<file path="config.mk">
export PLATFORM = sky130hd
export DESIGN_NAME = usbeps_byte_packer
export DESIGN_NICKNAME = d
export VERILOG_FILES = /design/src/rtl/usbeps_byte_packer.sv
export SDC_FILE = /design/constraint.sdc
export NUM_CORES = 1
export LEC_CHECK = 0
export BUFFER_PORTS_ARGS = -buffer_cell sky130_fd_sc_hd__buf_2
export CORE_UTILIZATION = 40
export DETAILED_ROUTE_END_ITERATION = 12
export GPL_TIMING_DRIVEN = 0
export HOLD_SLACK_MARGIN = 0.08
export SYNTH_ARGS = -nofsm -noshare
export SYNTH_HDL_FRONTEND = slang
export SYNTH_SLANG_ARGS = --single-unit
export TNS_END_PERCENT = 100
</file>
<file path="constraint.sdc">
create_clock -name clk -period 3.4 [get_ports clk]
set_clock_uncertainty 0.2 [all_clocks]
set_input_delay 0.34 -clock clk [delete_from_list [all_inputs] [get_ports clk]]
set_output_delay 0.34 -clock clk [all_outputs]
set_load 0.005 [all_outputs]
</file>
<file path="src/rtl/usbeps_byte_packer.sv">
// Packs a USB OUT endpoint byte stream into little-endian 32-bit AXIS words with keep/last.
// A new packet can be held off while the downstream bridge reports busy.
module usbeps_byte_packer #(
  parameter bit GATE_ON_BUSY = 1'b1,
  parameter int PKT_CNT_W    = 16
) (
  input  logic                 clk,
  input  logic                 rst,
  input  logic                 s_axis_ep_byte_valid,
  output logic                 s_axis_ep_byte_ready,
  input  logic [7:0]           s_axis_ep_byte_data,
  input  logic                 s_axis_ep_byte_last,
  input  logic                 m_axis_endpoint_tx_busy,
  output logic                 m_axis_endpoint_tx_valid,
  input  logic                 m_axis_endpoint_tx_ready,
  output logic                 m_axis_endpoint_tx_last,
  output logic [31:0]          m_axis_endpoint_tx_data,
  output logic [3:0]           m_axis_endpoint_tx_keep,
  output logic [PKT_CNT_W-1:0] stat_pkt_cnt
);

  logic [23:0]          acc_data_q, acc_data_d;
  logic [1:0]           acc_cnt_q, acc_cnt_d;
  logic                 in_pkt_q, in_pkt_d;
  logic                 out_valid_q, out_valid_d;
  logic [31:0]          out_data_q, out_data_d;
  logic [3:0]           out_keep_q, out_keep_d;
  logic                 out_last_q, out_last_d;
  logic [PKT_CNT_W-1:0] pkt_cnt_q, pkt_cnt_d;

  logic out_free, gate, accept, complete;

  assign out_free = !out_valid_q || m_axis_endpoint_tx_ready;
  // Busy only holds off the first byte of a packet; mid-packet bytes always flow.
  assign gate     = GATE_ON_BUSY && !in_pkt_q && (acc_cnt_q == 2'd0) && m_axis_endpoint_tx_busy;
  assign s_axis_ep_byte_ready = !gate &&
                                (out_free || ((acc_cnt_q != 2'd3) && !s_axis_ep_byte_last));
  assign accept   = s_axis_ep_byte_valid && s_axis_ep_byte_ready;
  assign complete = accept && ((acc_cnt_q == 2'd3) || s_axis_ep_byte_last);

  always_comb begin
    acc_data_d  = acc_data_q;
    acc_cnt_d   = acc_cnt_q;
    in_pkt_d    = in_pkt_q;
    out_valid_d = out_valid_q;
    out_data_d  = out_data_q;
    out_keep_d  = out_keep_q;
    out_last_d  = out_last_q;
    pkt_cnt_d   = pkt_cnt_q;

    if (out_valid_q && m_axis_endpoint_tx_ready) begin
      out_valid_d = 1'b0;
      if (out_last_q) pkt_cnt_d = pkt_cnt_q + 1'b1;
    end

    if (complete) begin
      // Load wins over the ready-clear above, so back-to-back words keep valid high.
      out_valid_d = 1'b1;
      out_last_d  = s_axis_ep_byte_last;
      acc_cnt_d   = 2'd0;
      in_pkt_d    = !s_axis_ep_byte_last;
      case (acc_cnt_q)
        2'd0: begin
          out_data_d = {24'h0, s_axis_ep_byte_data};
          out_keep_d = 4'b0001;
        end
        2'd1: begin
          out_data_d = {16'h0, s_axis_ep_byte_data, acc_data_q[7:0]};
          out_keep_d = 4'b0011;
        end
        2'd2: begin
          out_data_d = {8'h0, s_axis_ep_byte_data, acc_data_q[15:0]};
          out_keep_d = 4'b0111;
        end
        default: begin
          out_data_d = {s_axis_ep_byte_data, acc_data_q};
          out_keep_d = 4'b1111;
        end
      endcase
    end else if (accept) begin
      case (acc_cnt_q)
        2'd0:    acc_data_d[7:0]   = s_axis_ep_byte_data;
        2'd1:    acc_data_d[15:8]  = s_axis_ep_byte_data;
        default: acc_data_d[23:16] = s_axis_ep_byte_data;
      endcase
      acc_cnt_d = acc_cnt_q + 2'd1;
      in_pkt_d  = 1'b1;
    end
  end

  always_ff @(posedge clk or posedge rst) begin
    if (rst) begin
      acc_data_q  <= '0;
      acc_cnt_q   <= '0;
      in_pkt_q    <= 1'b0;
      out_valid_q <= 1'b0;
      out_data_q  <= '0;
      out_keep_q  <= '0;
      out_last_q  <= 1'b0;
      pkt_cnt_q   <= '0;
    end else begin
      acc_data_q  <= acc_data_d;
      acc_cnt_q   <= acc_cnt_d;
      in_pkt_q    <= in_pkt_d;
      out_valid_q <= out_valid_d;
      out_data_q  <= out_data_d;
      out_keep_q  <= out_keep_d;
      out_last_q  <= out_last_d;
      pkt_cnt_q   <= pkt_cnt_d;
    end
  end

  assign m_axis_endpoint_tx_valid = out_valid_q;
  assign m_axis_endpoint_tx_data  = out_data_q;
  assign m_axis_endpoint_tx_keep  = out_keep_q;
  assign m_axis_endpoint_tx_last  = out_last_q;
  assign stat_pkt_cnt             = pkt_cnt_q;

endmodule

</file>
==> flow_summary_export.csv, run 1 <==
group,metric,value,unit
global_routing,grt.busiest_layer,"met2",
global_routing,grt_pass1_vias,2345,
global_routing,use_met2,27.8,%
die,core_area,8300,µm²
logic_synthesis,ys_seq_elements,81,
finish,stdcell_area,4210,µm²
logic_synthesis,syn_area,3460,µm²
critical_path,worstPathArrival,2510,ps
critical_path,r2r_start,"acc_cnt_q[0]",
routing,routed_wl,7470,µm
logic_synthesis,synthCells,280,
placed_design,dp_worst_setup_slack,918,ps
critical_path,cp_max_fo,10,
routing,first_pass_iters,4,
global_routing,grt_usage,18.0,%
logic_synthesis,ys_seq_area_share,58.6,%
global_routing,use_met1,24.9,%
clock_tree,cts_tree,"built",
finish,final_cells,472,
logic_synthesis,dominantRegCellSynth,"dfrtp_1",
sta,setup_ws,911,ps
die,boundaryPins,69,
sta,hold_ws,101,ps
finish,diodes,0,
routing,drc,0,
die,die_area,9030,µm²
clock_tree,h-tree-depth,3,
clock_tree,ctsResizeCount,0,
critical_path,crit_path_start,"acc_cnt_q[0]",
routing,ant_nets,0,
global_routing,grt_pass1_wl,12100,µm
die,die_w,95.0,µm
clock_tree,clock_sinks,81,
placed_design,dpl.hpwl,5290,µm
finish,num-nets-final,381,
run,cap_viol_max_count,0,
global_routing,use_met3,5.02,%
critical_path,cpMaxStageDelayCell,"nor4_4",
power,p_leak,0.00201,µW
global_routing,antenna_found_initial,0,
sta,setup_violations,0,
finish,area_delta_synth_final,21.6,%
logic_synthesis,ys_types,39,
sta,tightest_slew,680,ps
clock_tree,cts_made_buffers,9,
sta,finalCritPeriodShare,73.2,%
logic_synthesis,syn_area_per_cell,12.4,µm²
clock_tree,post_cts_buffers,0,
placed_design,dpl-instance-area,3960,µm²
die,rows,33,
critical_path,cp-start-kind,"flop",
sta,final_hold_viol_count,0,
placed_design,port_buffers,68,
outcome,status,"complete, no violations",
finish,drive_gt1_share,34.9,%
critical_path,path_cells,"inv_1, ha_1, and3b_1, buf_6, nor4_4, buf_2, a21oi_1",
clock_tree,clock-root-buffer,"clkbuf_8",
die,fp.dieH,95.0,µm
sta,fmax,0.402,GHz
placed_design,place_inst,454,
finish,fillCellCount,774,
global_routing,grt_max_degree,46,
routing,drt_iter0_markers,112,
routing,wire_per_inst,15.8,µm
critical_path,end_kind,"flop",
clock_tree,clkTransAtPathRegs,80,ps
routing,vias,2393,
sta,rsz0062_at_grt,"false",
critical_path,worstSetupPathType,"flop to flop",
logic_synthesis,synth_warnings,0,
clock_tree,clockBufferDepth,2,
placed_design,globalplace.congestion,0.771,
clock_tree,cts_hold_buf,2,
clock_tree,insertion_delay,350,ps
global_routing,gr-total-overflow,0,
power,peakVddDrop,483,µV
logic_synthesis,synth_fp_nets,299,
routing,avgViaCountPerCell,5.07,
critical_path,cp.required,3430,ps
logic_synthesis,synth_edf_count,0,
critical_path,slowest_delay,560,ps
finish,post-route-util,50.7,%
sta,drv_slew,0,
sta,fin_crit,2490,ps
die,start_util,41.7,%
min_path,min_from,"s_axis_ep_byte_valid",
sta,relSlewSlack,54.3,%
min_path,hp-class,"input port to flop",
logic_synthesis,async_flop_share,100,%
power,p_per_area,851,nW/µm²
## synth_stat cells, types with 2 or more instances
library cell  number  share of area (%)
nand3b_1           2               0.43
nor2b_1            2               0.36
o21ai_0            3               0.43
a22o_1             8                2.0
nand4_1            6                1.1
a22oi_1           16                3.5
xor2_1             3               0.76
a21oi_1           19                2.7
nand2_1           11                1.2
nor4_4             2                1.2
buf_2              4               0.58
nand3_1            6               0.87
or2_2              4               0.72
buf_1              3               0.33
inv_1              8               0.87
nor2_1            23                2.5
a221o_1            8                2.3
ha_1               5                1.8
dfrtp_1           81                 59
buf_6              3               0.98
xnor2_1           12                3.0
mux2_2            25                8.1
and2_1             9                1.6
nand2b_1           2               0.36
## worst max-delay path, delay by kind of cell, from the launching register on
family / cells / cell delay (ps)
flops: 1 / 430
fa+ha+maj: 1 / 300
buf+inv: 3 / 550
compound gates: 1 / 90
simple gates: 2 / 790
## metal layers
layer / part of all wire, % / routed length, µm
met3: 4.5 / 340
met1: 48 / 3600
met2: 46 / 3470
met4: 0.92 / 69
met5: 0 / 0
## worst paths after layout
check / depth (start not counted) / endpoint / slack, ps
worst max register to register: 7 / m_axis_endpoint_tx_data[9] / 910
worst min register to register: 1 / stat_pkt_cnt[15] / 280
min in group asynchronous: 3 / acc_data_q[20] / 370
max in group asynchronous: 4 / in_pkt_q / 2060
worst min-delay path: 3 / acc_cnt_q[0] / 100
worst max-delay path: 7 / m_axis_endpoint_tx_data[9] / 910
## registers in the layout (all words and copies together) (netlist names)
register                  count
m_axis_endpoint_tx_keep       4
in_pkt_q                      1
acc_data_q                   24
m_axis_endpoint_tx_data      32
acc_cnt_q                     2
m_axis_endpoint_tx_last       1
m_axis_endpoint_tx_valid      1
stat_pkt_cnt                 16
## final cells by class
class	count	area (µm²)	share of cell area (%)
Buffer	11	72.6	1.72
Sequential cell	81	2030	48.2
Inverter	8	32.5	0.773
Multi-Input combinational cell	180	1330	31.6
Tap cell	105	131	3.12
Timing Repair Buffer	71	388	9.22
Clock buffer	10	138	3.27
Clock inverter	6	88.8	2.11
## power breakdown
group	switching, µW	total [µW]	internal (µW)
sequential	240	1590	1350
clock	353	788	435
combinational	589	1210	616
total	1180	3580	2400
## cells by family (layout without fill, tap and decap cells)
| group | count (synthesis) | after routing | synth area share [%] |
|---|---|---|---|
| flip-flops | 81 | 81 | 58.6 |
| buffers and inverters | 19 | 106 | 2.96 |
| multiplexers | 25 | 25 | 8.13 |
| XOR/XNOR | 15 | 15 | 3.80 |
| AND/OR/NAND/NOR | 76 | 76 | 12.5 |
| adder cells (fa/ha/maj) | 5 | 5 | 1.81 |
| AO/OA/AOI/OAI | 59 | 59 | 12.2 |
## metrics by stage
step | power (µW) | setup TNS (ps)
detailed placement | 2820 | 0
finish | 3580 | 0
floorplan | 2350 | 0
global placement | 2780 | -17610
CTS | 3620 | 0
global route | 3840 | 0
## layout by cell type (no fill, tap or decap), types with 3 or more instances in the layout
| master | netlist | routed |
|---|---|---|
| nor2_1 | 23 | 23 |
| buf_6 | 3 | 3 |
| a22o_1 | 8 | 8 |
| xor2_1 | 3 | 3 |
| buf_2 | 4 | 72 |
| nand3_1 | 6 | 6 |
| buf_1 | 3 | 3 |
| inv_1 | 8 | 7 |
| or2_2 | 4 | 4 |
| a221o_1 | 8 | 8 |
| and2_1 | 9 | 9 |
| dfrtp_1 | 81 | 81 |
| xnor2_1 | 12 | 12 |
| nand2_1 | 11 | 11 |
| mux2_2 | 25 | 25 |
| ha_1 | 5 | 5 |
| a22oi_1 | 16 | 16 |
| o21ai_0 | 3 | 3 |
| nand4_1 | 6 | 6 |
| a21oi_1 | 19 | 19 |
| clkbuf_8 | 0 | 10 |
Note: power is estimated with default switching activity, not from simulation.
==> run 2: changes to the inputs <==
Clock period 3.4 ns to 2.6 ns, I/O delays scaled along.
==> run 2 against run 1 <==
  * Combinational power is 31% higher
  * Largest power group unchanged
  * Routed wire length is 0.92% higher
  * Worst setup slack got worse by 750 ps
  * Count of clock-buffer cells in the layout unchanged
  * Hold slack gained 20 ps
==> flow_summary_export.csv, run 2 (synthesized netlist as in run 1, its figures left out) <==
group,metric,value,unit
outcome,status,"complete, no violations",
finish,area_delta_synth_final,24.5,%
critical_path,r2r_slack,160,ps
clock_tree,clock_sinks,81,
die,start_util,41.7,%
run,cap_viol_max_count,0,
critical_path,cp_max_fo,10,
sta,fin_tns_setup,0,ps
critical_path,r2r_start,"acc_cnt_q[0]",
routing,first_pass_iters,4,
global_routing,antenna_found_initial,0,
critical_path,cpMaxStageDelayCell,"dfrtp_1",
routing,drt_iter0_markers,112,
min_path,hp-class,"input port to flop",
sta,drv_slew,0,
clock_tree,clkTransAtPathRegs,80,ps
critical_path,slowest_delay,440,ps
clock_tree,cts_made_buffers,9,
power,power,4690,µW
global_routing,grt_usage,18.1,%
placed_design,port_buffers,68,
routing,routed_wl,7540,µm
power,p_per_area,1090,nW/µm²
routing,avgViaCountPerCell,5.09,
sta,final_hold_viol_count,0,
routing,wire_per_inst,15.6,µm
placed_design,globalplace.congestion,0.771,
finish,layout_commonest_cell,"dfrtp_1",
sta,relSlewSlack,55.2,%
die,core_area,8300,µm²
finish,stdcell_area,4310,µm²
critical_path,cp-start-kind,"flop",
sta,rsz0062_at_grt,"false",
routing,ant_nets,0,
clock_tree,post_cts_buffers,0,
sta,finalCritPeriodShare,93.9,%
power,p_leak,0.00205,µW
die,die_w,95.0,µm
sta,fmax,0.409,GHz
critical_path,reg2reg_depth,8,
placed_design,dpl.hpwl,5290,µm
finish,diodes,0,
global_routing,grt_pass1_vias,2383,
critical_path,endpoint,"m_axis_endpoint_tx_data[16]",
global_routing,grt_max_degree,46,
finish,largest_register_ffs,32,
sta,tightest_slew,667,ps
routing,vias,2453,
routing,drc,0,
sta,fin_crit,2440,ps
finish,num-nets-final,391,
critical_path,end_kind,"flop",
placed_design,dpl-instance-area,3960,µm²
finish,layout.cells.most_common_list,"dfrtp_1, buf_2, mux2_2",
die,die_area,9030,µm²
clock_tree,h-tree-depth,3,
die,boundaryPins,69,
die,fp.dieH,95.0,µm
global_routing,gr-total-overflow,0,
critical_path,worstPathArrival,2470,ps
sta,setup_violations,0,
critical_path,crit_path_start,"acc_cnt_q[0]",
critical_path,worstSetupPathType,"flop to flop",
sta,hold_ws,121,ps
critical_path,path_cells,"inv_1, ha_1, and3b_1, buf_6, nor3_4, nand2_2, buf_2, a221o_1",
die,rows,33,
clock_tree,cts_tree,"built",
power,peakVddDrop,632,µV
global_routing,grt_pass1_wl,12300,µm
critical_path,cp.required,2630,ps
critical_path,timing.rr.end,"m_axis_endpoint_tx_data[16]",
clock_tree,clockBufferDepth,2,
clock_tree,insertion_delay,350,ps
finish,drive_gt1_share,34.0,%
clock_tree,clock-root-buffer,"clkbuf_8",
## run 2: cell types whose count changed in the layout (fill, tap and decap cells not counted)
cell and change:
dlygate4sd3_1 +10
## run 2: worst min path at each step
| stage | startpoint | end | slack (ps) | depth (start not counted) |
|---|---|---|---|---|
| 3_5_place_dp | rst | stat_pkt_cnt[15] | 130 | 2 |
| 4_1_cts | m_axis_endpoint_tx_busy | acc_cnt_q[0] | 100 | 4 |
| 5_1_grt | m_axis_endpoint_tx_busy | acc_cnt_q[0] | 120 | 4 |
| 6_report | m_axis_endpoint_tx_busy | acc_cnt_q[0] | 120 | 4 |
| 2_1_floorplan | s_axis_ep_byte_last | in_pkt_q | 170 | 1 |
| 3_3_place_gp | m_axis_endpoint_tx_keep[0] | m_axis_endpoint_tx_keep[0] | 250 | 1 |
## run 2: repair_timing
item                       4_1_cts  5_1_grt
hold buffers                    12        0
hold endpoints to repair        65        0
resized for setup                0        0
setup endpoints to repair        0       10
## run 2: power breakdown
part / leakage [µW] / internal, µW / switching [µW] / total [µW]
sequential: 0.00101 / 1760 / 315 / 2080
clock: 0.000109 / 569 / 463 / 1030
combinational: 0.000937 / 814 / 770 / 1580
total: 0.00205 / 3150 / 1550 / 4690
## run 2: per-stage QoR
step	worst slack (ps)	util, %	instances
floorplan	59.9	-	280
global placement	-941	47.4	453
detailed placement	118	47.7	454
CTS	85.4	51.9	482
global route	42.5	51.9	482
finish	158	51.9	482
## run 2: metal layers
layer	global-route usage (%)	share of wire, %	up-vias	wire, µm
met3	4.86	4.5	7	340
met4	5.18	0.91	0	69
met2	27.9	46	57	3480
met1	25.1	48	1203	3650
li1	-	-	1186	-
met5	0	0	-	0
## run 2: layout make-up
type	count	area, µm²
Sequential cell	81	2030
Fill cell	763	3990
Tap cell	105	131
Multi-Input combinational cell	180	1330
Buffer	11	72.6
Inverter	8	32.5
Clock inverter	6	88.8
Clock buffer	10	138
Timing Repair Buffer	81	488
## run 2: critical path: cells and delay by family (launching register included)
kind            cells  cell delay (ps)
simple gates        3              590
flops               1              440
buf+inv             3              440
compound gates      1              360
fa+ha+maj           1              300
==> run 3: changes to the inputs <==
Settings changed: PLACE_DENSITY_LB_ADDON from default to 0.1.
==> run 3 against run 2 <==
  * Sequential share of layout area rose by 0.068 points
  * Maximum frequency grew 0.45%
  * Hold slack got worse by 18 ps
  * Cell area fell by 0.15%
  * Cell count unchanged
  * First-iteration DRC count is 6.3% higher
  * Critical endpoint unchanged
  * Clock power barely moved
  * Non-clock buffer count did not move
  * Critical path depth is the same
  * Combinational power barely moved
  * Largest cell class unchanged
  * Via count increased by 3.3%
  * Largest power group unchanged
==> flow_summary_export.csv, run 3 (synthesized netlist as in run 1, its figures left out) <==
group,metric,value,unit
routing,ant_nets,0,
min_path,whs_path_depth,4,
global_routing,use_met1,27.5,%
sta,final_hold_viol_count,0,
critical_path,cp-start-kind,"flop",
placed_design,dpl.hpwl,5350,µm
finish,final_cells,482,
clock_tree,clkTransAtPathRegs,90,ps
routing,drt_iter0_markers,119,
placed_design,dpl-instance-area,3960,µm²
critical_path,worstSetupPathType,"flop to flop",
power,p_per_area,1090,nW/µm²
clock_tree,cts_made_buffers,9,
die,core_area,8300,µm²
placed_design,place_inst,454,
sta,drv_slew,0,
min_path,min_to,"acc_cnt_q[0]",
routing,first_pass_iters,4,
global_routing,grt.busiest_layer,"met2",
clock_tree,clockBufferDepth,2,
global_routing,grt_max_degree,57,
sta,finalCritPeriodShare,93.5,%
clock_tree,h-tree-depth,3,
critical_path,cp.required,2620,ps
critical_path,r2r_start,"acc_cnt_q[0]",
global_routing,grt_usage,18.8,%
die,fp.dieH,95.0,µm
global_routing,use_met2,28.1,%
sta,setup_violations,0,
critical_path,reg2reg_depth,8,
placed_design,globalplace.congestion,0.743,
routing,avgViaCountPerCell,5.26,
critical_path,cp_max_fo,10,
global_routing,gr-total-overflow,0,
sta,relSlewSlack,51.9,%
clock_tree,cts_tree,"built",
finish,num-nets-final,391,
clock_tree,clock-root-buffer,"clkbuf_8",
outcome,status,"complete, no violations",
placed_design,port_buffers,68,
min_path,min_from,"m_axis_endpoint_tx_busy",
die,rows,33,
finish,post-route-util,51.8,%
global_routing,grt_pass1_vias,2493,
critical_path,timing.rr.end,"m_axis_endpoint_tx_data[16]",
global_routing,grt_pass1_wl,12700,µm
finish,diodes,0,
min_path,hp-class,"input port to flop",
critical_path,r2r_slack,170,ps
die,die_w,95.0,µm
clock_tree,insertion_delay,340,ps
sta,tightest_slew,716,ps
finish,largest_register_ffs,32,
routing,routed_wl,7720,µm
die,boundaryPins,69,
sta,fin_crit,2430,ps
routing,wire_per_inst,16.0,µm
global_routing,antenna_found_initial,0,
global_routing,use_met3,3.75,%
critical_path,worstPathArrival,2460,ps
run,cap_viol_max_count,0,
die,start_util,41.7,%
clock_tree,clock_sinks,81,
finish,layout_commonest_cell,"dfrtp_1",
power,peakVddDrop,465,µV
finish,area_delta_synth_final,24.3,%
power,p_leak,0.00204,µW
critical_path,end_kind,"flop",
routing,drc,0,
sta,rsz0062_at_grt,"false",
sta,fmax,0.411,GHz
finish,layout.cells.most_common_list,"dfrtp_1, buf_2, mux2_2",
finish,stdcell_area,4300,µm²
die,die_area,9030,µm²
routing,vias,2533,
finish,drive_gt1_share,33.4,%
==> run 3: worst max-delay path by stage <==
stage,startpoint,endpoint,slack (ps),cells past startpoint
2_1_floorplan,rst,acc_cnt_q[0],60,1
3_3_place_gp,rst,m_axis_endpoint_tx_data[2],-990,2
3_5_place_dp,acc_cnt_q[0],m_axis_endpoint_tx_data[5],140,7
4_1_cts,acc_cnt_q[0],m_axis_endpoint_tx_data[5],130,7
5_1_grt,acc_cnt_q[0],acc_data_q[10],2,7
6_report,acc_cnt_q[0],m_axis_endpoint_tx_data[16],170,8
==> run 3: cell type report <==
class	count	area [µm²]
sequential	81	2030
buffer	11	72.6
clock buffer	11	131
timing repair buffer	81	488
multi-input combinational	180	1340
clock inverter	5	80.1
fill	764	4000
inverter	8	32.5
tap	105	131
==> run 3: power breakdown <==
part | switching (µW) | internal, µW
combinational | 790 | 815
sequential | 306 | 1760
clock | 455 | 541
==> run 3: critical path, cell delays in order, from the launching register on <==
cell     delay (ps)
dfrtp_1         450
inv_1            90
ha_1            280
and3b_1         220
buf_6           140
nor3_4          200
nand2_2         160
buf_2           230
a221o_1         350
==> run 3: per-layer routing <==
layer,vias to the layer above,part of all wire (%)
met2,48,46
met3,5,2.8
met5,-,0
met1,1291,50
li1,1189,-
met4,0,0.76
==> run 3: repair_timing <==
action / in CTS / in global routing
gates resized for setup: 0 / 1
buffers inserted: 0 / 0
endpoints found under the hold margin: 60 / 0
hold buffers: 12 / 0
endpoints found under the setup margin: 0 / 19
==> run 3: per-stage QoR <==
step	setup TNS (ps)	power (µW)	setup WS, ps	hold WS [ps]
floorplan	0	3070	59.9	171
global placement	-80040	3650	-993	249
detailed placement	0	3700	140	80.8
CTS	0	4710	132	87.8
global route	0	5010	2.16	153
finish	0	4670	168	103
